**src/rtl/keypad_scan.sv**
```systemverilog
// 4x4 matrix keypad scanner: column drive, synchronized row sampling, per-frame
// classification and a debounce FSM that emits one pulse per accepted press.
module keypad_scan #(
  parameter int unsigned COL_TICKS       = 50000,
  parameter int unsigned DEBOUNCE_FRAMES = 4
) (
  input  logic       clk_i,
  input  logic       rstn_i,
  input  logic [3:0] row_i,
  output logic [3:0] col_o,
  output logic [3:0] key_code_o,
  output logic       key_valid_o,
  output logic       key_pressed_o
);

  localparam int unsigned SlotW = $clog2(COL_TICKS);
  localparam int unsigned CntW  = $clog2(DEBOUNCE_FRAMES + 1);
  localparam logic [SlotW-1:0] SlotLast = SlotW'(COL_TICKS - 1);
  localparam logic [CntW-1:0]  CntMax   = CntW'(DEBOUNCE_FRAMES);
  localparam logic [CntW-1:0]  CntOne   = CntW'(1);

  typedef enum logic [1:0] {StIdle, StDebounce, StPressed, StRelease} state_e;

  logic [SlotW-1:0] slot;
  logic [1:0]       col;
  logic [3:0]       row_meta;
  logic [3:0]       row_sync;
  logic [15:0]      frame;
  logic             frame_done;

  state_e          state;
  logic [3:0]      cand;
  logic [CntW-1:0] cnt;

  logic [4:0] n_down;
  logic [3:0] down_code;
  logic       is_none;
  logic       is_single;

  assign col_o = ~(4'b0001 << col);

  // Frame bit {row, col} is set when that key reads low in its column slot.
  always_ff @(posedge clk_i) begin
    if (!rstn_i) begin
      slot       <= '0;
      col        <= 2'd0;
      row_meta   <= 4'hF;
      row_sync   <= 4'hF;
      frame      <= '0;
      frame_done <= 1'b0;
    end else begin
      row_meta   <= row_i;
      row_sync   <= row_meta;
      frame_done <= 1'b0;
      if (slot == SlotLast) begin
        slot <= '0;
        col  <= col + 2'd1;
        for (int r = 0; r < 4; r++) begin
          frame[{r[1:0], col}] <= ~row_sync[r];
        end
        frame_done <= (col == 2'd3);
      end else begin
        slot <= slot + SlotW'(1);
      end
    end
  end

  always_comb begin
    n_down    = '0;
    down_code = '0;
    for (int i = 0; i < 16; i++) begin
      if (frame[i]) begin
        n_down    = n_down + 5'd1;
        down_code = 4'(i);
      end
    end
    is_none   = (n_down == 5'd0);
    is_single = (n_down == 5'd1);
  end

  always_ff @(posedge clk_i) begin
    if (!rstn_i) begin
      state         <= StIdle;
      cand          <= '0;
      cnt           <= '0;
      key_code_o    <= '0;
      key_valid_o   <= 1'b0;
      key_pressed_o <= 1'b0;
    end else begin
      key_valid_o <= 1'b0;
      if (frame_done) begin
        unique case (state)
          StIdle: begin
            if (is_single) begin
              state <= StDebounce;
              cand  <= down_code;
              cnt   <= CntOne;
            end
          end
          StDebounce: begin
            if (is_single && down_code == cand) begin
              if (cnt >= CntMax - CntOne) begin
                state         <= StPressed;
                cnt           <= CntMax;
                key_code_o    <= cand;
                key_valid_o   <= 1'b1;
                key_pressed_o <= 1'b1;
              end else begin
                cnt <= cnt + CntOne;
              end
            end else begin
              state <= StIdle;
              cnt   <= '0;
            end
          end
          StPressed: begin
            if (is_none) begin
              state <= StRelease;
              cnt   <= CntOne;
            end
          end
          StRelease: begin
            if (is_none) begin
              if (cnt >= CntMax - CntOne) begin
                state         <= StIdle;
                cnt           <= '0;
                key_pressed_o <= 1'b0;
              end else begin
                cnt <= cnt + CntOne;
              end
            end else begin
              // Key came back before release was confirmed: resume the press silently.
              state <= StPressed;
              cnt   <= '0;
            end
          end
          default: state <= StIdle;
        endcase
      end
    end
  end

endmodule

```
**config.mk**
```make
export PLATFORM = sky130hd
export DESIGN_NAME = keypad_scan
export DESIGN_NICKNAME = d
export VERILOG_FILES = /design/src/rtl/keypad_scan.sv
export SDC_FILE = /design/constraint.sdc
export NUM_CORES = 1
export LEC_CHECK = 0
export BUFFER_PORTS_ARGS = -buffer_cell sky130_fd_sc_hd__buf_2
export CAP_MARGIN = 10
export CORE_MARGIN = 2
export CORE_UTILIZATION = 68
export CTS_CLUSTER_DIAMETER = 120
export DETAILED_ROUTE_END_ITERATION = 8
export PLACE_DENSITY = 0.86
export SYNTH_ARGS = -nofsm -noshare
export SYNTH_HDL_FRONTEND = slang
export SYNTH_SLANG_ARGS = --single-unit
export TNS_END_PERCENT = 10
```
**constraint.sdc**
```tcl
create_clock -name clk_i -period 22.7 [get_ports clk_i]
set_input_delay 4.54 -clock clk_i [delete_from_list [all_inputs] [get_ports clk_i]]
set_output_delay 4.54 -clock clk_i [all_outputs]
set_load 0.01 [all_outputs]
```
* Yosys cells after proc, flatten, opt, wreduce, memory -nomap -nowiden
Index checks and enable logic that the tools add are counted.
** Cells by class
- Add/subtract/negate cells :: 18
- Order comparisons :: 9
- Eq/ne operators :: 15
- Shift operators :: 1
- Multiplexer cells :: 63
- Bitwise logic cells :: 6
- Reductions and logical operators :: 16
** Operators by type and width (number)
- $add A5 B1 Y5 const B :: 15
- $mux W5 :: 15
- $bwmux W16 :: 4
- $mux W4 :: 14
- $mux W3 :: 6
- $add A16 B1 Y16 const B :: 1
- $eq A16 B16 Y1 const B :: 1
- $mux W2 :: 6
- $ne A2 B2 Y1 const B :: 6
- $pmux W3 S4 :: 1
- $mux W1 :: 11
- $lt A4 B5 Y1 const B :: 2
- $demux W1 S2 :: 4
- $ge A4 B1 Y1 const B :: 2
- $pmux W2 S4 :: 1
- $reduce_and A4 Y1 :: 2
- $eq A2 B2 Y1 const B :: 3
- $ne A3 B3 Y1 const B :: 2
- $reduce_and A3 Y1 :: 2
- $reduce_and A6 Y1 :: 1
- $eq A5 B1 Y1 const B :: 1
- $logic_and A1 B1 Y1 :: 5
- $logic_not A5 Y1 :: 1
- $lt A2 B5 Y1 const B :: 1
- 17 further kinds :: 21
** Storage, ports and cells
- Register bits after elaboration :: 58
- Bits of input ports :: 6
- Output and inout bits :: 10
- Logic and storage cells :: 140

* Logic depth before layout (Yosys ltp)
- Depth in word-level cells :: 35
- Gate-level depth with buffers :: 45
- Gate-level depth less buffers :: 45

* Worst setup path after synthesis
No wires, ideal clock.
- Kind :: register to register
- Start :: reg frame[0]
- End :: reg state[1]
- Library setup time :: 0.066 ns
- Arrival time :: 9.102 ns
- Required time :: 22.634 ns
- Slack :: 13.532 ns
- Stages on the path, launching flop included :: 45
- Buffers on the path :: 0
- Clock period less this slack :: 9.168 ns
- Cell sequence :: dfxtp_1 > inv_1 > ha_1 > xor2_1 > ha_1 > mux2_2 > ha_1 > mux2_2 > ha_1 > inv_1 > a22o_1 > nand2_1 > ha_1 > nand2b_1 > o21a_1 > ha_1 > mux2i_1 > a31oi_1 > [9 not listed] > ha_1 > mux2_2 > ha_1 > nand2_1 > nand2_1 > or2_2 > ha_1 > mux2_2 > ha_1 > mux2_2 > ha_1 > nand2_1 > nor3_1 > mux2i_1 > o221ai_2 > xor2_4 > or3_4 > a21oi_2
** Between the ends
- Longest elaborated chain between the ends :: 35
- Elaborated cells on any way between the ends :: 42
- Those cells by class :: add/sub (15); eq/ne (5); mux (19); reduce/logical (3)
** Ends and longest elaborated chain
- start, declared :: line 28 : logic [15:0] frame;
- start signal, assigned by index :: line 59 : frame[{r[1:0], col}] <= ~row_sync[r];
- $mux W1 (*) :: line 72 : if (frame[i]) begin
- $add A5 B1 Y5 :: line 73 : n_down = n_down + 5'd1;
- $mux W5 (*) :: line 72
- $add A5 B1 Y5 :: line 73
- $mux W5 (*) :: line 72
- $add A5 B1 Y5 :: line 73
- $mux W5 (*) :: line 72
- $add A5 B1 Y5 :: line 73
- [19 not listed]
- $add A5 B1 Y5 :: line 73
- $mux W5 (*) :: line 72
- $add A5 B1 Y5 :: line 73
- $mux W5 (*) :: line 72
- $eq A5 B1 Y1 :: line 78 : is_single = (n_down == 5'd1);
- $logic_and A1 B1 Y1 :: line 101 : if (is_single && down_code == cand) begin
- $ne A3 B3 Y1 (no line) / $mux W2 (equally long branches)
- $reduce_and A5 Y1 (no line) / $pmux W2 S4 (equally long branches)
- end signal, assigned :: line 83 : state <= StIdle;
- end signal, assigned :: line 103 : state <= StPressed;
- end signal, assigned :: line 112 : state <= StIdle;
- end, declared :: line 31 : state_e state;
Mark *: on every way between the ends. The rest lies on a longest branch, timed or not.
A chain may end at the register's enable or synchronous reset.

* Worst setup path after layout
- Start :: reg frame[1]
- End :: reg cand[1]
** Between the ends
- Longest elaborated chain between the ends :: 31
** Ends and longest elaborated chain
- $mux W5 (*) :: line 72
- $add A5 B1 Y5 :: line 73
- $mux W5 (*) :: line 72
- $add A5 B1 Y5 :: line 73
- $mux W5 (*) :: line 72
- $add A5 B1 Y5 :: line 73
- $mux W5 (*) :: line 72
- $add A5 B1 Y5 :: line 73
- [15 not listed]
- $add A5 B1 Y5 :: line 73
- $mux W5 (*) :: line 72
- $add A5 B1 Y5 :: line 73
- $mux W5 (*) :: line 72
- $add A5 B1 Y5 :: line 73
- $mux W5 (*) :: line 72
- $eq A5 B1 Y1 (*) :: line 78
- $reduce_and A3 Y1 (no line) (*)
- end signal, assigned :: line 96 : cand <= down_code;
- end, declared :: line 32 : logic [3:0] cand;
Marks and branches as above.

==> impl_metrics.csv <==
group,metric,value,unit
finish,area_growth,6.63,%
yosys,synth_area,0.00430,sq mm
critical_path,crit_top_cell,"ha_1",
clock_network,cts_root_buffer,"clkbuf_8",
clock_network,clockBufferDepth,2,
floorplanning,die_y,83.5,um
critical_path,critPathSlowestCell,"xnor2_1",
clock_network,cts-resized-gates,0,
clock_network,numCtsBuffers,9,
clock_network,cts_tree,"built",
timing,worst_pin_slew,0.778,ns
timing,setup_viol,0,
routing,wl,9180,um
global_route,grt_max_degree,28,
pwr,p_leak,1.87,nW
run_status,outcome,"finished clean",
global_route,overflow,0,
run,cap_violations,0,
yosys,synthTopCellsByCount,"73 x nor2_1, 58 x dfxtp_1, 55 x nand2_1",
timing,fin_ws,12.27,ns
routing,drt_pass1_iterations,5,
finish,fin_nets,548,
timing,rsz0062_at_grt,"false",
clock_network,cts_hold_buf,0,
routing,drc,0,
placed_design,postPlaceCellArea,0.00436,sq mm
critical_path,arrival,10.69,ns
finish,layout-drive-gt1-share,12.4,%
yosys,yosysTopAreaCell,"dfxtp_1",
timing,timing.final.crit_share,46.0,%
global_route,grt_usage,26.8,%
global_route,grt_pass1_wl,15600,um
min_path,hp-class,"reg2reg",
clock_network,htreeDepth,3,
floorplanning,start_util,71.4,%
yosys,ys_ff_latch,58,
routing,vias,3597,
floorplanning,die_area,0.00698,sq mm
clock_network,cts.sinks,58,
timing,max_slew_margin,48.1,%
yosys,synth_area_per_cell,8.35,sq um
routing,final_antenna_net_count,0,
finish,utilization,76.1,%
timing,min_period,10.43,ns
global_route,grt_pass1_vias,3495,
yosys,synthCells,515,
finish,final_area,0.00459,sq mm
yosys,synth_top_area_share,27.0,%
yosys,synth_nets,543,
yosys,synth-main-ff-cell,"dfxtp_1",
floorplanning,dieWidth,83.5,um
timing,clock.fmax,95.9,MHz
yosys,yosysUniqueCellTypes,71,
routing,routedWlPerCell,15.3,um
critical_path,max_stage_delay,0.39,ns
critical_path,path_buf_inv,2,
pwr,power_density,47.1,mW/mm^2
placed_design,place_worst_setup_slack,12.45,ns
critical_path,start_kind,"flip-flop",
clock_network,cts_setup_buffers,0,
clock_network,insertion_delay,0.34,ns
clock_network,clk_pin_slew,0.07,ns
routing,vias_per_cell,6.00,
timing,fin_setup_tns,0,ns
yosys,ys_seq_area_share,27.0,%
routing,first_iter_violations,245,
timing,final_hold_viol_count,0,
timing,clock_skew,0.0107,ns
critical_path,worstPathRequired,22.96,ns
critical_path,crit_path_end_kind,"flip-flop",
placed_design,routabilityCongestion,0.855,
finish,diodes,0,
pwr,ir_drop,94.6,uV
critical_path,path_max_fanout,8,
floorplanning,io_pins,16,
critical_path,worstSetupPathType,"reg2reg",
floorplanning,core_area,0.00603,sq mm
yosys,synth_most_common_cell,"nor2_1",
global_route,antenna_found_initial,0,
placed_design,numPortBuffers,15,
placed_design,dpl.hpwl,6410,um
yosys,synth_edf_count,0,
yosys,synthArstFlopShare,0,%
critical_path,cp_top_family,"adder cells",
yosys,synth_area_leaders,"dfxtp_1 27%, ha_1 6.4%, nor2_1 6.4%, nand2_1 4.8%, xnor2_1 4.7%",
yosys,yosys_warnings,0,
floorplanning,rows,28,
timing,slew_violations,0,
## power by group
| part | internal, W | switching [W] |
|---|---|---|
| Sequential | 0.000103 | 0.000000725 |
| Clock | 0.0000678 | 0.0000410 |
| Combinational | 0.00000113 | 0.00000236 |
## worst register-to-register path: cells and delay by family, from the launching register on
family	cells	cell delay, ns
AOI/OAI and AO/OA	6	1.29
xor gates and xnor gates	5	1.19
adders and majority gates	13	3.87
buffers and inverters	2	0.13
DFF	1	0.37
muxes	6	1.44
and+or+nand+nor	13	2.07
## routing by layer
metal / track usage (%) / part of all wire [%] / up-vias
li1: - / - / 1803
met1: 31.9 / 45 / 1682
met2: 49.0 / 51 / 97
met3: 4.15 / 3.3 / 15
met4: 9.24 / 1.5 / 0
met5: 0 / 0 / -
## final cells by class
cell class | count | area [sq um]
Clock buffer | 12 | 155
Clock inverter | 4 | 73.8
Fill cell | 436 | 1440
Inverter | 25 | 93.8
Multi-Input combinational cell | 411 | 2930
Sequential cell | 58 | 1160
Tap cell | 75 | 93.8
Timing Repair Buffer | 15 | 75.1
## sequential cells by signal, summed over array words and instances (netlist names), 2 cells and up
signal,flops
frame,16
cand,4
row_meta,4
cnt,3
key_code_o,4
row_sync,4
col,2
state,2
slot,16
## placed cells by master (no fill, tap or decap), types with 3 or more instances in the layout
cell type	count
nor2_1	73
dfxtp_1	58
nand2_1	55
a21oi_1	38
inv_1	24
xnor2_1	23
xor2_1	23
ha_1	22
nand3_1	15
buf_2	15
mux2i_1	14
o21ai_0	14
nand2b_1	11
clkbuf_8	11
and3_1	7
nor3_1	7
nand4_1	7
o211ai_1	7
mux2_2	6
or3_1	6
and2_1	6
o31ai_1	6
xnor3_2	4
nand3b_1	4
a31oi_1	3
o22ai_1	3
nor4_1	3
## stage by stage
stage,total power [W],hold slack [ns],cells
5_1_grt,0.000221,0.427,600
6_report,0.000216,0.398,600
3_3_place_gp,0.000109,0.394,584
3_5_place_dp,0.000109,0.399,584
4_1_cts,0.000216,0.407,600
2_1_floorplan,0.000108,0.386,515
## cells by family (layout without fill, tap and decap cells)
group / Yosys count / after routing / synth area share [%]
compound gates: 95 / 95 / 15.0
xor+xnor: 61 / 61 / 17.2
fa+ha+maj: 22 / 22 / 6.40
buf+inv: 46 / 56 / 4.80
flops: 58 / 58 / 27.0
mux: 22 / 22 / 5.79
simple gates: 211 / 211 / 23.8
## worst paths after layout
check,depth (start not counted),slack [ns],from,end
hold reg to reg,1,0.40,row_meta[2]$_SDFF_PN1_,row_sync[2]$_SDFF_PN1_
setup reg to reg,45,12.27,frame[1]$_SDFFE_PN0P_,cand[1]$_SDFFE_PN0P_
hold / removal,1,0.40,row_meta[2]$_SDFF_PN1_,row_sync[2]$_SDFF_PN1_
setup / recovery,45,12.27,frame[1]$_SDFFE_PN0P_,cand[1]$_SDFFE_PN0P_
No activity file was read; power rests on OpenSTA's default activity.
